$ cat src/rtl/rr_stream_mux.sv
// -----------------------------------------------------------------------------
// rr_stream_mux
// N-channel, WIDTH-bit valid/ready stream multiplexer with an internal
// round-robin arbiter and one registered output stage. It replaces the old
// fixed 2:1 / 4:1 combinational muxes in front of a shared consumer.
//
// Parameters
//   WIDTH : data bits per channel
//   N     : number of input channels (N >= 1)
//   SELW  : width of the channel index (derived, leave at default)
//
// Ports
//   clk       in   rising-edge clock
//   rst_n     in   synchronous active-low reset
//   in_data   in   N*WIDTH, channel i at [i*WIDTH +: WIDTH]
//   in_valid  in   N, per-channel valid
//   in_last   in   N, per-channel end-of-packet marker
//   in_ready  out  N, per-channel ready (combinational)
//   out_data  out  WIDTH, registered data
//   out_last  out  registered end-of-packet marker
//   out_sel   out  SELW, registered index of the source channel
//   out_valid out  registered valid
//   out_ready in   consumer ready
//
// Optional build macro
//   RR_STREAM_MUX_PKT_LOCK_EN : once a channel is granted a beat that is not
//   the last of its packet, the arbiter stays on that channel until the
//   packet's last beat has transferred. Undefined: every beat is arbitrated
//   independently and in_last is pure sideband.
// -----------------------------------------------------------------------------
module rr_stream_mux #(
  parameter int WIDTH = 8,
  parameter int N     = 4,
  parameter int SELW  = (N > 1) ? $clog2(N) : 1
) (
  input  logic                 clk,
  input  logic                 rst_n,
  input  logic [N*WIDTH-1:0]   in_data,
  input  logic [N-1:0]         in_valid,
  input  logic [N-1:0]         in_last,
  output logic [N-1:0]         in_ready,
  output logic [WIDTH-1:0]     out_data,
  output logic                 out_last,
  output logic [SELW-1:0]      out_sel,
  output logic                 out_valid,
  input  logic                 out_ready
);

  // Output pipeline stage
  logic [WIDTH-1:0] r_outData;
  logic             r_outLast;
  logic [SELW-1:0]  r_outSel;
  logic             r_outValid;

  // Round-robin pointer: the channel with highest priority this cycle
  logic [SELW-1:0]  r_ptr;

  // Arbitration and datapath nets
  logic             w_loadOk;
  logic             w_searchFound;
  logic [SELW-1:0]  w_searchGrant;
  logic             w_grantFound;
  logic [SELW-1:0]  w_grant;
  logic [WIDTH-1:0] w_grantData;
  logic             w_grantLast;
  logic             w_xfer;
  logic [SELW-1:0]  w_ptrNext;

  // (idx + 1) mod N without a divider; for N == 1 this always yields 0.
  function automatic logic [SELW-1:0] incWrap(input logic [SELW-1:0] idx);
    logic [SELW:0] sum;
    sum = {1'b0, idx} + 1'b1;
    if (sum >= (SELW+1)'(N)) begin
      return '0;
    end
    return sum[SELW-1:0];
  endfunction

  // The output register can take a new beat when it is empty or is being
  // drained in this same cycle, which gives one beat per cycle throughput.
  assign w_loadOk = !r_outValid || out_ready;

  // Round-robin search starting at r_ptr. The loop walks from the farthest
  // candidate back towards r_ptr so the nearest valid channel is the last
  // assignment and therefore wins.
  always_comb begin
    int              sumIdx;
    logic [SELW-1:0] cand;
    w_searchFound = 1'b0;
    w_searchGrant = '0;
    sumIdx        = 0;
    cand          = '0;
    for (int k = N-1; k >= 0; k--) begin
      sumIdx = int'(r_ptr) + k;
      if (sumIdx >= N) begin
        sumIdx = sumIdx - N;
      end
      cand = SELW'(sumIdx);
      if (in_valid[cand]) begin
        w_searchFound = 1'b1;
        w_searchGrant = cand;
      end
    end
  end

`ifdef RR_STREAM_MUX_PKT_LOCK_EN
  // Packet lock state: set by a non-last beat, cleared by the last beat.
  logic            r_lock;
  logic [SELW-1:0] r_lockCh;

  // While locked the search is bypassed and only the locked channel is
  // offered ready, whether or not it is currently valid.
  always_comb begin
    if (r_lock) begin
      w_grantFound = 1'b1;
      w_grant      = r_lockCh;
    end else begin
      w_grantFound = w_searchFound;
      w_grant      = w_searchGrant;
    end
  end

  // Every transferred beat either opens/continues a packet (last == 0) or
  // closes it (last == 1); the channel is recorded on each transfer so the
  // opening beat captures it.
  always_ff @(posedge clk) begin
    if (!rst_n) begin
      r_lock   <= 1'b0;
      r_lockCh <= '0;
    end else if (w_xfer) begin
      r_lock   <= !w_grantLast;
      r_lockCh <= w_grant;
    end
  end

  // The pointer only moves past a channel once its packet has finished.
  always_comb begin
    w_ptrNext = r_ptr;
    if (w_xfer && w_grantLast) begin
      w_ptrNext = incWrap(w_grant);
    end
  end
`else
  always_comb begin
    w_grantFound = w_searchFound;
    w_grant      = w_searchGrant;
  end

  // Each transferred beat hands priority to the next channel.
  always_comb begin
    w_ptrNext = r_ptr;
    if (w_xfer) begin
      w_ptrNext = incWrap(w_grant);
    end
  end
`endif

  // Only the granted channel sees ready, and never while in reset.
  always_comb begin
    in_ready = '0;
    if (rst_n && w_grantFound) begin
      in_ready[w_grant] = w_loadOk;
    end
  end

  assign w_xfer = |(in_valid & in_ready);

  // Select the granted channel's payload; a compare-per-channel mux avoids
  // a variable-width part select.
  always_comb begin
    w_grantData = '0;
    w_grantLast = 1'b0;
    for (int i = 0; i < N; i++) begin
      if (w_grant == SELW'(i)) begin
        w_grantData = in_data[i*WIDTH +: WIDTH];
        w_grantLast = in_last[i];
      end
    end
  end

  // Output stage: load on transfer, otherwise drop valid once the consumer
  // has taken the beat. Payload is held whenever nothing new is loaded.
  always_ff @(posedge clk) begin
    if (!rst_n) begin
      r_outData  <= '0;
      r_outLast  <= 1'b0;
      r_outSel   <= '0;
      r_outValid <= 1'b0;
    end else if (w_xfer) begin
      r_outData  <= w_grantData;
      r_outLast  <= w_grantLast;
      r_outSel   <= w_grant;
      r_outValid <= 1'b1;
    end else if (out_ready) begin
      r_outValid <= 1'b0;
    end
  end

  // Pointer register; stays put during stalls because w_xfer is then 0.
  always_ff @(posedge clk) begin
    if (!rst_n) begin
      r_ptr <= '0;
    end else begin
      r_ptr <= w_ptrNext;
    end
  end

  assign out_data  = r_outData;
  assign out_last  = r_outLast;
  assign out_sel   = r_outSel;
  assign out_valid = r_outValid;

endmodule

$ cat config.mk
export PLATFORM = sky130hd
export DESIGN_NAME = rr_stream_mux
export DESIGN_NICKNAME = d
export VERILOG_FILES = /design/src/rtl/rr_stream_mux.sv
export SDC_FILE = /design/constraint.sdc
export NUM_CORES = 1
export LEC_CHECK = 0
export CORE_UTILIZATION = 37
export DETAILED_ROUTE_END_ITERATION = 8
export GPL_ROUTABILITY_DRIVEN = 0
export PLACE_DENSITY = 0.76
export SETUP_SLACK_MARGIN = 0.5
export SLEW_MARGIN = 20
export SYNTH_ARGS = -nofsm -noshare
export SYNTH_HDL_FRONTEND = slang
export SYNTH_SLANG_ARGS = --single-unit
$ cat constraint.sdc
create_clock -name clk -period 2.6 [get_ports clk]
set_input_delay 0.26 -clock clk [delete_from_list [all_inputs] [get_ports clk]]
set_output_delay 0.26 -clock clk [all_outputs]
set_load 0.02 [all_outputs]
* Word-level counts from Yosys, hierarchy flattened *
Index checks and enable logic that the tools add are counted.
Widths: inputs -> output; s select.

storage, ports and cells
  register bits = 14
  input bits = 43
  output and inout bits = 16
  logic and storage cells = 73

cells by class
  $add $sub $neg = 8
  order comparisons = 11
  eq/ne operators = 3
  multiplexer cells = 37
  bitwise operators = 2
  reduce and logical (&&, ||, !) cells = 7

operator list
  kind                 number
  $mux 8               4
  $mux 2               10
  $mux 1               17
  $lt 2x3->1 const B   5
  $ge 3x3->1 const B   4
  $and 4x4->4          2
  $bmux 1 s2           4
  $sub 2x1->2 const B  4
  $add 2x1->3 const B  2
  $add 2x2->3 const B  2
  $eq 2x2->1 const B   2
  $mux 4               1
  $reduce_or 4->1      1
  $ge 2x3->1 const B   1
  $demux 1 s2          1
  $eq 2x1->1 const B   1
  $ge 2x1->1 const B   1
  $logic_and 1x1->1    2
  $logic_not 2->1      1
  $reduce_bool 2->1    1
  $logic_not 1->1      1
  $logic_or 1x1->1     1

* Longest topological paths before layout *
  word-level depth = 19
  mapped depth = 11
  gate-level depth less buffers = 9

* Worst setup path after synthesis *
No wires, ideal clock.

  kind = register -> register
  from = reg r_ptr[1]
  to = reg r_outData[0] (netlist: out_data[0])
  arrival = 2.056 ns
  required time = 2.477 ns
  setup slack = 0.421 ns
  stages on the path, launching flop included = 12
  cell sequence = dfxtp_1 > buf_4 > mux2i_1 > nor2_1 > or3_4 > clkinv_1 > ha_1 > buf_2 > clkbuf_1 > o21ai_0 > a221oi_1 > nor2_1

between the ends
  word-level cells in the longest chain between the ends = 17
  elaborated cells on any way between the ends = 49
  classes of those cells = add/sub: 7; order compare: 6; eq/ne: 3; mux: 27; bitwise: 2; reduce/logical: 4

ends and longest elaborated chain
  element                                                                RTL line  RTL
  start, declared                                                        56        logic [SELW-1:0] r_ptr;
  start signal, assigned                                                 204       r_ptr <= w_ptrNext;
  $add 2x2->3                                                            94        sumIdx = int'(r_ptr) + k;
  $ge 3x3->1 / $sub 2x1->2 (equally long branches)                       95, 96
  $mux 2                                                                 95        if (sumIdx >= N) begin
  $bmux 1 s2                                                             99        if (in_valid[cand]) begin
  $mux 1 (not written as such)                                           99
  $mux 2 (3 in a row)                                                    99
  $mux 2 *                                                               99
  named net w_grant[0]                                                   63        logic [SELW-1:0] w_grant;
  $lt 2x3->1 (not written as such) / $ge 2x1->1 (equally long branches)  162       in_ready[w_grant] = w_loadOk;
  $logic_and 1x1->1 (not written as such)                                162
  $mux 1 (not written as such)                                           162
  $demux 1 s2                                                            162
  $and 4x4->4 (no source line)                                           -
  $mux 4                                                                 161       if (rst_n && w_grantFound) begin
  $and 4x4->4                                                            166       assign w_xfer = |(in_valid & in_ready);
  $reduce_or 4->1                                                        166
  end signal, assigned                                                   190       r_outData <= w_grantData;
  end, declared                                                          50        logic [WIDTH-1:0] r_outData;

The timed path passes the listed nets; every way through them passes the cells marked *. The select of a mux whose other input is x is not followed.
A chain may end at the register's enable or synchronous reset.

* Worst setup path after layout *
  from = reg r_ptr[1]
  to = reg r_outSel[1] (netlist: out_sel[1])

between the ends
  word-level cells in the longest chain between the ends = 17
  elaborated cells on any way between the ends = 41
  classes of those cells = add/sub: 7; order compare: 6; mux: 23; bitwise: 2; reduce/logical: 3

ends and longest elaborated chain
  element                                                                RTL line  RTL
  $add 2x2->3                                                            94
  $ge 3x3->1 / $sub 2x1->2 (equally long branches)                       95, 96
  $mux 2                                                                 95
  $bmux 1 s2                                                             99
  $mux 1 (not written as such)                                           99
  $mux 2 (3 in a row)                                                    99
  $mux 2 *                                                               99
  named net w_grant[1]                                                   63
  $lt 2x3->1 (not written as such) / $ge 2x1->1 (equally long branches)  162
  $logic_and 1x1->1 (not written as such)                                162
  $mux 1 (not written as such)                                           162
  $demux 1 s2                                                            162
  $and 4x4->4 (no source line)                                           -
  $mux 4                                                                 161
  $and 4x4->4                                                            166
  $reduce_or 4->1                                                        166
  end signal, assigned                                                   192       r_outSel <= w_grant;
  end, declared                                                          52        logic [SELW-1:0] r_outSel;

Marked as above.

==> results.md <==
* Status: finished clean
* Net count after synthesis at around 180
* Hpwl dp at 2480 um
* Share of cells above drive strength 1 at just over 30%
* H-tree depth at 1
* Sequential Area at approximately 280 sq um
* Via Count at 1310
* PortBufs at 58
* Fin. max-slew vios at 0
* Die area at 0.00291 sq mm
* Share of the synthesized area in the top cell type at 28.1%
* Part of the power in registers at between 20% and 30%
* F_max at 456 MHz
* Startpoint types: flop
* CP Class: flop to flop
* Synth cell types at 32
* Met1 Use GR at 26.0%
* Tcrit/Tclk final at 84.4%
* Yosys top cell by area: dfxtp_1
* Ranking of synthesized cells by area: dfxtp_1 28%, a21oi_1 11%, o21ai_0 9.0%, a221oi_1 7.9%, ha_1 5.0%
* Clk_lat worst skew at roughly 0.28 ns
* N_diodes at 0
* GRT Util Overall at between 20% and 30%
* RSZ-0062 raised after global routing: yes
* GR met2 Demand/Resource at between 40% and 50%
* CTS root buf: clkbuf_4
* Drc violations at 0
* Dpl cells at 226
* Clock sinks at 14
* Clk_skew at between 0.005 and 0.006 ns
* Post-synthesis cell count at 137
* Worst EP required at 2.81 ns
* Critical path fanouts, max at 8
* Peak VDD IR at about 660 uV
* Area grow syn2layout at 97.6%
* Post-DR vias/cell at ~5.5
* Sw power at roughly 400 uW
* Yosys Warn Count at 0
* CTS tree: yes
* Die W at 53.9 um
* Reg clk slew, reported paths at approximately 0.09 ns
* DR pass1 iterations at 4
* Synthesized area at about 1000 sq um
* I/O pin cnt at 59
* Worst min path class: flop to flop
* Overall Power at 1030 uW
* Die Y-Extent at 53.9 um
* # setup viols final at 0
* Syn_area_per_cell at about 7.3 sq um
* Slew @ Worst Pin at 0.290 ns
* Final wirelength at ~3800 um
* Hold buffers post-CTS at 0
* Cell Pwr Density at 523 mW/mm^2
* Met3 Usage GRT at ~8.8%
* Minimum clock period at 2.19 ns
* Multi-input gate area at 802 sq um
* Routed Antenna Nets at 0
* Clock tree buffer depth at 2
* Setup crit end kind: flop
* Nets at between 200 and 300
* Total CTS buffers at 3
* Layout Cells excl Fill at 238
* Setup ws final at 0.405 ns
* Vias in the first global route at 1244
* Register area share after synthesis at 28.1%
* CP arrival at 2.41 ns
* Place WS at -0.0381 ns
* Most Used Layer, Global Route: met2
* Slew headroom at 80.7%
* Final hold violation count at 0
* Final-layout fill cell count at 188
* Lkg Pwr at 0.000788 uW
* Max-cap violations at 0
* Cell internal pwr at roughly 630 uW
* Clk pwr share at 15.0%
* Largest net degree at the start of global routing at 20
* Row cnt at 18
* First-pass GRT wire length at about 5300 um
* Starting Density at 39.6%
* Total grt overflow at 0
* Combinational fraction of design power at 58.5%
* Iter 0 DRT Violations at 18
* Wire length per cell at 15.8 um
* Initial antenna violation count at 0
* Core area at between 0.002 and 0.003 sq mm
* Synth Register Bits at 14
* Sw Ratio at 38.6%
==> repair_timing <==
item | CTS | global route
setup endpoints to repair | 18 | 18
hold endpoints to repair | 0 | 0
buffers inserted | 4 | 3
cloned | 1 | 0
resized for setup | 51 | 20
pin swaps | 15 | 9
==> routing by layer <==
metal	part of all wire (%)	wire (um)	vias up
met5	0	0	-
met2	52	1940	58
met4	3.0	112	0
li1	-	-	632
met3	6.8	255	10
met1	38	1440	610
==> path summary, 6_finish.rpt <==
path              startpoint         end  slack (ns)  cells after the start
setup reg to reg    r_ptr[1]  out_sel[1]        0.41                     11
hold / removal    out_sel[0]  out_sel[0]        0.49                      2
hold reg to reg   out_sel[0]  out_sel[0]        0.49                      2
setup / recovery    r_ptr[1]  out_sel[1]        0.41                     11
==> per-stage QoR <==
stage / util [%] / setup TNS [ns] / area (sq um) / hold WS [ns]
after floorplan: - / 0 / 1010 / 0.406
after global placement: 65.9 / 0 / 1660 / 0.454
final: 78.2 / 0 / 1970 / 0.492
after detailed placement: 65.9 / -0.344 / 1660 / 0.471
after global routing: 78.2 / 0 / 1970 / 0.510
after CTS: 74.9 / 0 / 1890 / 0.477
==> cell usage in the layout (no fill, tap or decap), drive strengths merged, types with 3 or more instances in the layout <==
cell           instances
a21boi                 3
nor2                  11
dlygate4sd2            3
a21oi                 21
inv                   11
nand2                 14
a221oi                 9
buf                   23
clkdlybuf4s50         51
o21ai                 19
dfxtp                 14
and2                   4
ha                     4
clkbuf                 5
==> power groups by stage <==
stage	Combinational (uW)	Clock [uW]	Sequential, uW
after detailed placement	460	0	273
after global placement	454	0	272
after global routing	641	167	277
after CTS	557	157	271
final	604	155	273
after floorplan	228	0	303
==> cell usage after synthesis, drive strengths merged <==
cell / instances
a21oi: 21
o21ai: 19
dfxtp: 14
nand2: 14
inv: 11
nor2: 11
a221oi: 9
buf: 7
and2: 4
clkbuf: 4
ha: 4
a21boi: 3
a22o: 2
nand3: 2
clkinv: 1
mux2i: 1
nand2b: 1
nor3b: 1
nor4: 1
o211a: 1
o211ai: 1
o21a: 1
o221ai: 1
o22ai: 1
o31ai: 1
or3: 1
==> cells by family (layout without fill, tap and decap cells) <==
family	count (synthesis)	in the layout	share of synthesized area, %
compound gates	60	60	39.0
simple gates	35	35	16.5
buf+inv	23	94	10.4
flops	14	14	28.1
fa+ha+maj	4	4	5.01
mux	1	1	1.00
==> flip-flops by register name (all words and copies together), names as in the netlist <==
signal / cells
out_valid: 1
r_ptr: 2
out_sel: 2
out_last: 1
out_data: 8
==> layout make-up <==
cell class,instances,share of cell area [%]
Multi-Input combinational cell,100,40.6
Timing Repair Buffer,78,38.7
Inverter,12,2.54
Tap cell,30,1.90
Clock buffer,4,1.84
Sequential cell,14,14.4
==> critical path: stages, from the launching register on <==
cell and delay, ns:
dfxtp_4 0.38, buf_6 0.11, a21oi_2 0.04, o21a_1 0.20, o22ai_2 0.21, inv_2 0.11
ha_4 0.19, a22o_4 0.27, o211ai_4 0.23, buf_12 0.17, nand2_2 0.06, a21boi_2 0.14
Note: power is estimated with default switching activity, not from simulation.
